## config.mk

```make
export PLATFORM = sky130hd
export DESIGN_NAME = sr_pulse_driver
export DESIGN_NICKNAME = d
export VERILOG_FILES = /design/src/rtl/sr_pulse_driver.sv
export SDC_FILE = /design/constraint.sdc
export NUM_CORES = 1
export LEC_CHECK = 0
export CORE_ASPECT_RATIO = 1.2
export CORE_UTILIZATION = 48
export CTS_CLUSTER_SIZE = 16
export DETAILED_ROUTE_END_ITERATION = 7
export MAX_ROUTING_LAYER = met4
export PLACE_DENSITY = 0.78
export SLEW_MARGIN = 15
export SYNTH_ARGS = -nofsm -noshare
export SYNTH_HDL_FRONTEND = slang
export SYNTH_SLANG_ARGS = --single-unit
```

## constraint.sdc

```tcl
create_clock -name clk -period 2.24 [get_ports clk]
set_clock_uncertainty 0.1 [all_clocks]
set_input_delay 0.448 -clock clk [delete_from_list [all_inputs] [get_ports clk]]
set_output_delay 0.448 -clock clk [all_outputs]
set_load 0.005 [all_outputs]
```

## src/rtl/sr_pulse_driver.sv

```systemverilog
// Command-side driver for a bank of set/reset storage cells: accepts set/clear commands,
// emits one width-controlled s/r pulse with enable, enforces a hold-off gap, tracks a shadow state.
module sr_pulse_driver #(
    parameter int N_CH           = 4,
    parameter int PULSE_W        = 4,
    parameter int GAP_W          = 2,
    parameter int SKIP_REDUNDANT = 1,
    localparam int IDX_W         = (N_CH > 1) ? $clog2(N_CH) : 1
) (
    input  logic             clk,
    input  logic             reset,
    input  logic             cmd_valid,
    output logic             cmd_ready,
    input  logic [IDX_W-1:0] cmd_idx,
    input  logic             cmd_set,
    output logic [N_CH-1:0]  s_o,
    output logic [N_CH-1:0]  r_o,
    output logic [N_CH-1:0]  en_o,
    output logic [N_CH-1:0]  shadow_o,
    output logic             busy,
    output logic             done,
    output logic             err
);

    localparam int PG_MAX  = (PULSE_W > GAP_W) ? PULSE_W : GAP_W;
    localparam int CNT_MAX = (PG_MAX > 1) ? PG_MAX : 1;
    localparam int CNT_W   = (CNT_MAX > 1) ? $clog2(CNT_MAX) : 1;

    typedef enum logic [1:0] {
        IDLE,
        PULSE,
        GAP
    } state_t;

    state_t            state_reg;
    logic [CNT_W-1:0]  cnt_reg;
    logic [N_CH-1:0]   s_reg;
    logic [N_CH-1:0]   r_reg;
    logic [N_CH-1:0]   en_reg;
    logic [N_CH-1:0]   shadow_reg;
    logic              busy_reg;
    logic              done_reg;
    logic              err_reg;

    // One-hot decode of the requested channel; all-zero means the index is out of range.
    logic [N_CH-1:0]   sel;
    logic              in_range;
    logic              redundant;

    generate
        for (genvar gi = 0; gi < N_CH; gi++) begin : g_dec
            assign sel[gi] = (cmd_idx == IDX_W'(gi));
        end
    endgenerate

    assign in_range  = |sel;
    assign redundant = ((|(shadow_reg & sel)) == cmd_set);

    always_ff @(posedge clk) begin
        if (reset) begin
            state_reg  <= IDLE;
            cnt_reg    <= '0;
            s_reg      <= '0;
            r_reg      <= '0;
            en_reg     <= '0;
            shadow_reg <= '0;
            busy_reg   <= 1'b0;
            done_reg   <= 1'b0;
            err_reg    <= 1'b0;
        end else begin
            done_reg <= 1'b0;
            err_reg  <= 1'b0;
            case (state_reg)
                IDLE: begin
                    if (cmd_valid) begin
                        if (!in_range) begin
                            err_reg <= 1'b1;
                        end else if ((SKIP_REDUNDANT != 0) && redundant) begin
                            done_reg <= 1'b1;
                        end else begin
                            // Only one of s/r is ever loaded, so 2'b11 cannot reach a cell.
                            state_reg  <= PULSE;
                            cnt_reg    <= CNT_W'(PULSE_W - 1);
                            s_reg      <= cmd_set ? sel : '0;
                            r_reg      <= cmd_set ? '0 : sel;
                            en_reg     <= sel;
                            shadow_reg <= cmd_set ? (shadow_reg | sel) : (shadow_reg & ~sel);
                            busy_reg   <= 1'b1;
                        end
                    end
                end
                PULSE: begin
                    if (cnt_reg == '0) begin
                        s_reg  <= '0;
                        r_reg  <= '0;
                        en_reg <= '0;
                        if (GAP_W == 0) begin
                            state_reg <= IDLE;
                            busy_reg  <= 1'b0;
                            done_reg  <= 1'b1;
                        end else begin
                            state_reg <= GAP;
                            cnt_reg   <= CNT_W'(GAP_W - 1);
                        end
                    end else begin
                        cnt_reg <= cnt_reg - 1'b1;
                    end
                end
                GAP: begin
                    if (cnt_reg == '0) begin
                        state_reg <= IDLE;
                        busy_reg  <= 1'b0;
                        done_reg  <= 1'b1;
                    end else begin
                        cnt_reg <= cnt_reg - 1'b1;
                    end
                end
                default: begin
                    state_reg <= IDLE;
                    s_reg     <= '0;
                    r_reg     <= '0;
                    en_reg    <= '0;
                    busy_reg  <= 1'b0;
                end
            endcase
        end
    end

    assign cmd_ready = (state_reg == IDLE);
    assign s_o       = s_reg;
    assign r_o       = r_reg;
    assign en_o      = en_reg;
    assign shadow_o  = shadow_reg;
    assign busy      = busy_reg;
    assign done      = done_reg;
    assign err       = err_reg;

endmodule

```

==> results.json, run 1 <==
{
  "drcViolationCount": 0,
  "drt-pass1-iter-count": 4,
  "ios": 26,
  "tightestPinTransition_ns": 0.623,
  "worstSetupEndpointType": "primary output",
  "areaGrowthSynthToFinish_pct": 37.4,
  "layout_common_cells": "clkdlybuf4s50_1, dfxtp_1, buf_4",
  "required_ns": 1.69,
  "endpoint": "cmd_ready",
  "synth_area_per_cell_um2": 9.83,
  "critPathMaxStageDelay_ns": 0.53,
  "coreArea_mm2": 0.00209,
  "wl_per_cell_um": 13.8,
  "cp.arrival_ns": 1.60,
  "max_freq_mhz": 466,
  "ys.flop_type": "dfxtp_1",
  "via_count": 967,
  "rr_worst_depth": 6,
  "clock-sinks": 23,
  "initial_core_util_pct": 52.1,
  "track_usage_pct": 21.9,
  "hold_violations": 0,
  "drive_above_1_share_pct": 17.7,
  "fin_crit_sh_pct": 95.7,
  "ff2ff_setup_slack_ns": 0.25,
  "port_buffers": 25,
  "rsz0062_at_grt": "no",
  "tritoncts": "yes",
  "outcome": "finished clean",
  "grt_max_degree": 14,
  "met2_length_um": 1250,
  "max_cap_viol_count": 0,
  "async_reset_ff_share_pct": 0,
  "place_hpwl_um": 1790,
  "antenna_found_initial": 0,
  "maxSlewHeadroom_pct": 58.3,
  "antenna_left": 0,
  "period_needed_ns": 2.14,
  "worst_slack_ns": 0.0957,
  "die_area_mm2": 0.00247,
  "synth_edf_count": 0,
  "synth-seq-area-share_pct": 42.2,
  "synthCells": 111,
  "routed.top_layer": "met4",
  "cts_made_buffers": 3,
  "wl_met1_um": 1030,
  "die_y_um": 54.2,
  "fp.dieW_um": 45.5,
  "fin_hold_ws_ns": 0.372,
  "cts_buffer_depth": 2,
  "path_cells": "inv_1 > ha_2 > clkdlybuf4s50_1",
  "grt_overflow_total": 0,
  "synth_area_mm2": 0.00109,
  "first_iter_violations": 20,
  "ys_types": 35,
  "grt_pass1_wl_um": 3720,
  "cts-root-buf": "clkbuf_4",
  "clk_pin_slew_ns": 0.13,
  "std_cell_rows": 18,
  "irDropWorstVdd_mv": 0.547,
  "yosysWarnings": 0,
  "p_per_area_mw_per_mm2": 662,
  "crit_family": "buffers and inverters",
  "cp_max_fo": 9,
  "n_antenna_cell": 0,
  "wl_um": 2440,
  "cpMaxStageDelayCell": "clkdlybuf4s50_1",
  "crit_type": "flip-flop to primary output",
  "dpl.cell_count": 171,
  "final_nets": 160,
  "postLayoutCoreUtil_pct": 71.6,
  "clkLatencyLatePin_ns": 0.31,
  "slew_violations": 0,
  "power.static_leakage_uw": 0.000617,
  "startpoint": "state_reg[0]",
  "instances_no_fill": 177,
  "final_common_cell": "clkdlybuf4s50_1",
  "place_ws_ns": -0.351,
  "gp_congestion": 0.836,
  "cp.buffers_inverters": 2,
  "setup_violations": 0,
  "ys_ff_latch": 23,
  "cp_num_cells": 3,
  "htreeDepth": 1,
  "vias_per_cell": 5.46,
  "dr_wl_met3_um": 108,
  "rr_endpoint": "s_o[0]",
  "cts_hold_buf": 0,
  "synth_nets": 123,
  "start_kind": "flip-flop",
  "hp-class": "flip-flop to flip-flop",
  "grt_pass1_vias": 871
}
worst min path at each step:
| stage | start | to | cells past startpoint | slack [ns] |
|---|---|---|---|---|
| 6_report | s_o[2] | s_o[2] | 1 | 0.37 |
| 5_1_grt | r_o[3] | r_o[3] | 1 | 0.39 |
| 4_1_cts | s_o[2] | s_o[2] | 1 | 0.38 |
| 3_5_place_dp | s_o[0] | s_o[0] | 1 | 0.34 |
| 3_3_place_gp | s_o[0] | s_o[0] | 1 | 0.34 |
| 2_1_floorplan | s_o[2] | s_o[2] | 1 | 0.35 |
stage by stage:
stage               total power [uW]  instance area [um^2]  TNS, ns
floorplan                        672                  1090        0
global placement                 767                  1430    -5.16
detailed placement               784                  1430    -6.07
CTS                              982                  1470        0
global route                    1050                  1500        0
finish                           992                  1500        0
per-layer routing:
layer,up-vias,global-route usage (%)
li1,473,-
met1,457,24.6
met2,33,37.1
met3,4,1.98
met4,0,13.6
met5,-,-
final cells by class:
type	instances	area, um^2
Clock inverter	1	5.00
Inverter	6	22.5
Timing Repair Buffer	37	340
Multi-Input combinational cell	77	611
Clock buffer	3	22.5
Sequential cell	23	460
Fill cell	177	596
Tap cell	30	37.5
kinds of logic (layout without fill, tap and decap cells):
kind of cell	Yosys count	count (layout)	share of synthesized area, %
AO/OA/AOI/OAI	35	35	24.8
buffers and inverters	11	47	4.47
multiplexers	3	3	3.90
adder cells (fa/ha/maj)	6	6	6.88
other	1	1	0.344
XOR/XNOR	1	1	2.52
flip-flops	23	23	42.2
AND/OR/NAND/NOR	31	31	14.9
power breakdown:
part	internal (uW)	switching [uW]
combinational	162	170
clock	66.8	125
sequential	442	25.0
synthesized netlist by cell type, drive strengths merged, types with 3 or more instances:
master / instances / area (um^2)
dfxtp: 23 / 460
nor2: 12 / 50.1
a21oi: 7 / 35.0
ha: 6 / 75.1
inv: 6 / 22.5
o2bb2ai: 6 / 52.6
nand2b: 5 / 31.3
a211oi: 4 / 35.0
clkbuf: 4 / 15.0
nand2: 4 / 15.0
a21o: 3 / 22.5
a32oi: 3 / 26.3
timing repair:
item	4_1_cts	5_1_grt
pin swaps	1	3
cloned	0	0
buffers inserted	0	2
gates resized for setup	3	4
setup endpoints to repair	3	8
Power figures use the tool's default switching activity.
==> run 2: changes to the inputs <==
- CTS_CLUSTER_SIZE: 16 -> 12
- MAX_ROUTING_LAYER: met4 -> default
- clock period: 2.24 -> 2.3 ns (I/O delays scaled with it)
==> results.json, run 2 (synthesis gave the netlist of run 1 again) <==
{
  "outcome": "finished clean",
  "irDropWorstVdd_mv": 0.486,
  "p_per_area_mw_per_mm2": 650,
  "critPathMaxStageDelay_ns": 0.53,
  "cp_max_fo": 9,
  "clock-sinks": 23,
  "maxSlewHeadroom_pct": 63.3,
  "cts_hold_buf": 0,
  "fillCellCount": 191,
  "port_buffers": 25,
  "wl_um": 2520,
  "drive_above_1_share_pct": 15.3,
  "period_needed_ns": 2.17,
  "tightestPinTransition_ns": 0.549,
  "max_cap_viol_count": 0,
  "fin_crit_sh_pct": 94.3,
  "ff2ff_setup_slack_ns": 0.34,
  "gp_congestion": 0.810,
  "worstSetupEndpointType": "primary output",
  "rsz0062_at_grt": "no",
  "grt_max_degree": 14,
  "startpoint": "state_reg[1]",
  "min_from": "s_o[2]",
  "endpoint": "cmd_ready",
  "dpl.cell_count": 170,
  "grt_overflow_total": 0,
  "worst_slack_ns": 0.131,
  "max_freq_mhz": 461,
  "via_count": 973,
  "vias_per_cell": 5.59,
  "drt-pass1-iter-count": 4,
  "htreeDepth": 1,
  "clkLatencyLatePin_ns": 0.33,
  "areaGrowthSynthToFinish_pct": 35.1,
  "fp.dieW_um": 45.5,
  "setup_violations": 0,
  "wl_per_cell_um": 14.5,
  "cpMaxStageDelayCell": "clkdlybuf4s50_1",
  "grt_pass1_wl_um": 3860,
  "start_kind": "flip-flop",
  "slew_violations": 0,
  "hold_violations": 0,
  "drcViolationCount": 0,
  "instances_no_fill": 174,
  "n_antenna_cell": 0,
  "cp_num_cells": 3,
  "final_nets": 157,
  "final_common_cell": "clkdlybuf4s50_1",
  "crit_family": "buffers and inverters",
  "grt_pass1_vias": 867,
  "track_usage_pct": 22.2,
  "first_iter_violations": 16,
  "std_cell_rows": 18,
  "layout_common_cells": "clkdlybuf4s50_1, dfxtp_1, nor2_1",
  "cts-root-buf": "clkbuf_4",
  "hp-class": "flip-flop to flip-flop",
  "initial_core_util_pct": 52.1,
  "cp.buffers_inverters": 2,
  "required_ns": 1.74,
  "antenna_left": 0,
  "tritoncts": "yes",
  "rr_worst_depth": 5,
  "cp.arrival_ns": 1.61,
  "place_ws_ns": -0.308,
  "power.static_leakage_uw": 0.000602,
  "antenna_found_initial": 0,
  "die_y_um": 54.2,
  "path_cells": "inv_1 > ha_2 > clkdlybuf4s50_1",
  "place_hpwl_um": 1850,
  "crit_type": "flip-flop to primary output",
  "cts_made_buffers": 3,
  "clk_pin_slew_ns": 0.13,
  "rr_endpoint": "en_o[2]",
  "coreArea_mm2": 0.00209,
  "ios": 26,
  "die_area_mm2": 0.00247,
  "cts_buffer_depth": 2
}
==> run 2: changes by cell type in the layout (fill, tap and decap cells not counted), sizes merged <==
cell,change
clkbuf,-1
buf,-2
==> run 2: layout make-up <==
type,instances,area (um^2),share of cell area [%]
clock buffer,3,22.5,1.53
clock inverter,1,5.00,0.340
inverter,6,22.5,1.53
multi-input combinational,77,606,41.1
sequential,23,460,31.2
tap,30,37.5,2.55
timing repair buffer,34,320,21.7
==> run 2: where the power goes <==
part | internal, uW | total [uW] | switching [uW]
Sequential | 431 | 455 | 24.4
Clock | 65.3 | 193 | 128
Combinational | 148 | 309 | 161
Total | 644 | 958 | 314
==> run 2: routing by layer <==
layer | part of all wire [%] | up-vias | track usage, %
met2 | 51 | 32 | 39.5
met1 | 42 | 466 | 25.0
met3 | 4.3 | 7 | 1.98
met4 | 3.2 | 0 | 14.1
li1 | - | 468 | -
met5 | 0 | - | 0
==> run 2: worst min path at each step <==
stage	endpoint	slack (ns)	cells past startpoint
global route	r_o[0]	0.38	1
global placement	s_o[0]	0.34	1
finish	s_o[2]	0.37	1
CTS	r_o[0]	0.38	1
floorplan	s_o[2]	0.35	1
detailed placement	s_o[2]	0.34	1
==> run 2: timing repair <==
action | 4_1_cts | 5_1_grt
endpoints found under the setup margin | 0 | 9
buffers inserted | 0 | 0
resized for setup | 0 | 6
==> run 2: metrics by stage <==
stage	utilization, %	TNS, ns	area [um^2]	power (uW)	hold WS (ns)
finish	70.4	0	1470	958	0.372
global route	70.4	0	1470	1010	0.381
CTS	69.1	0	1450	947	0.375
detailed placement	67.8	-4.80	1420	757	0.344
global placement	67.8	-3.90	1420	745	0.344
floorplan	-	0	1090	654	0.350
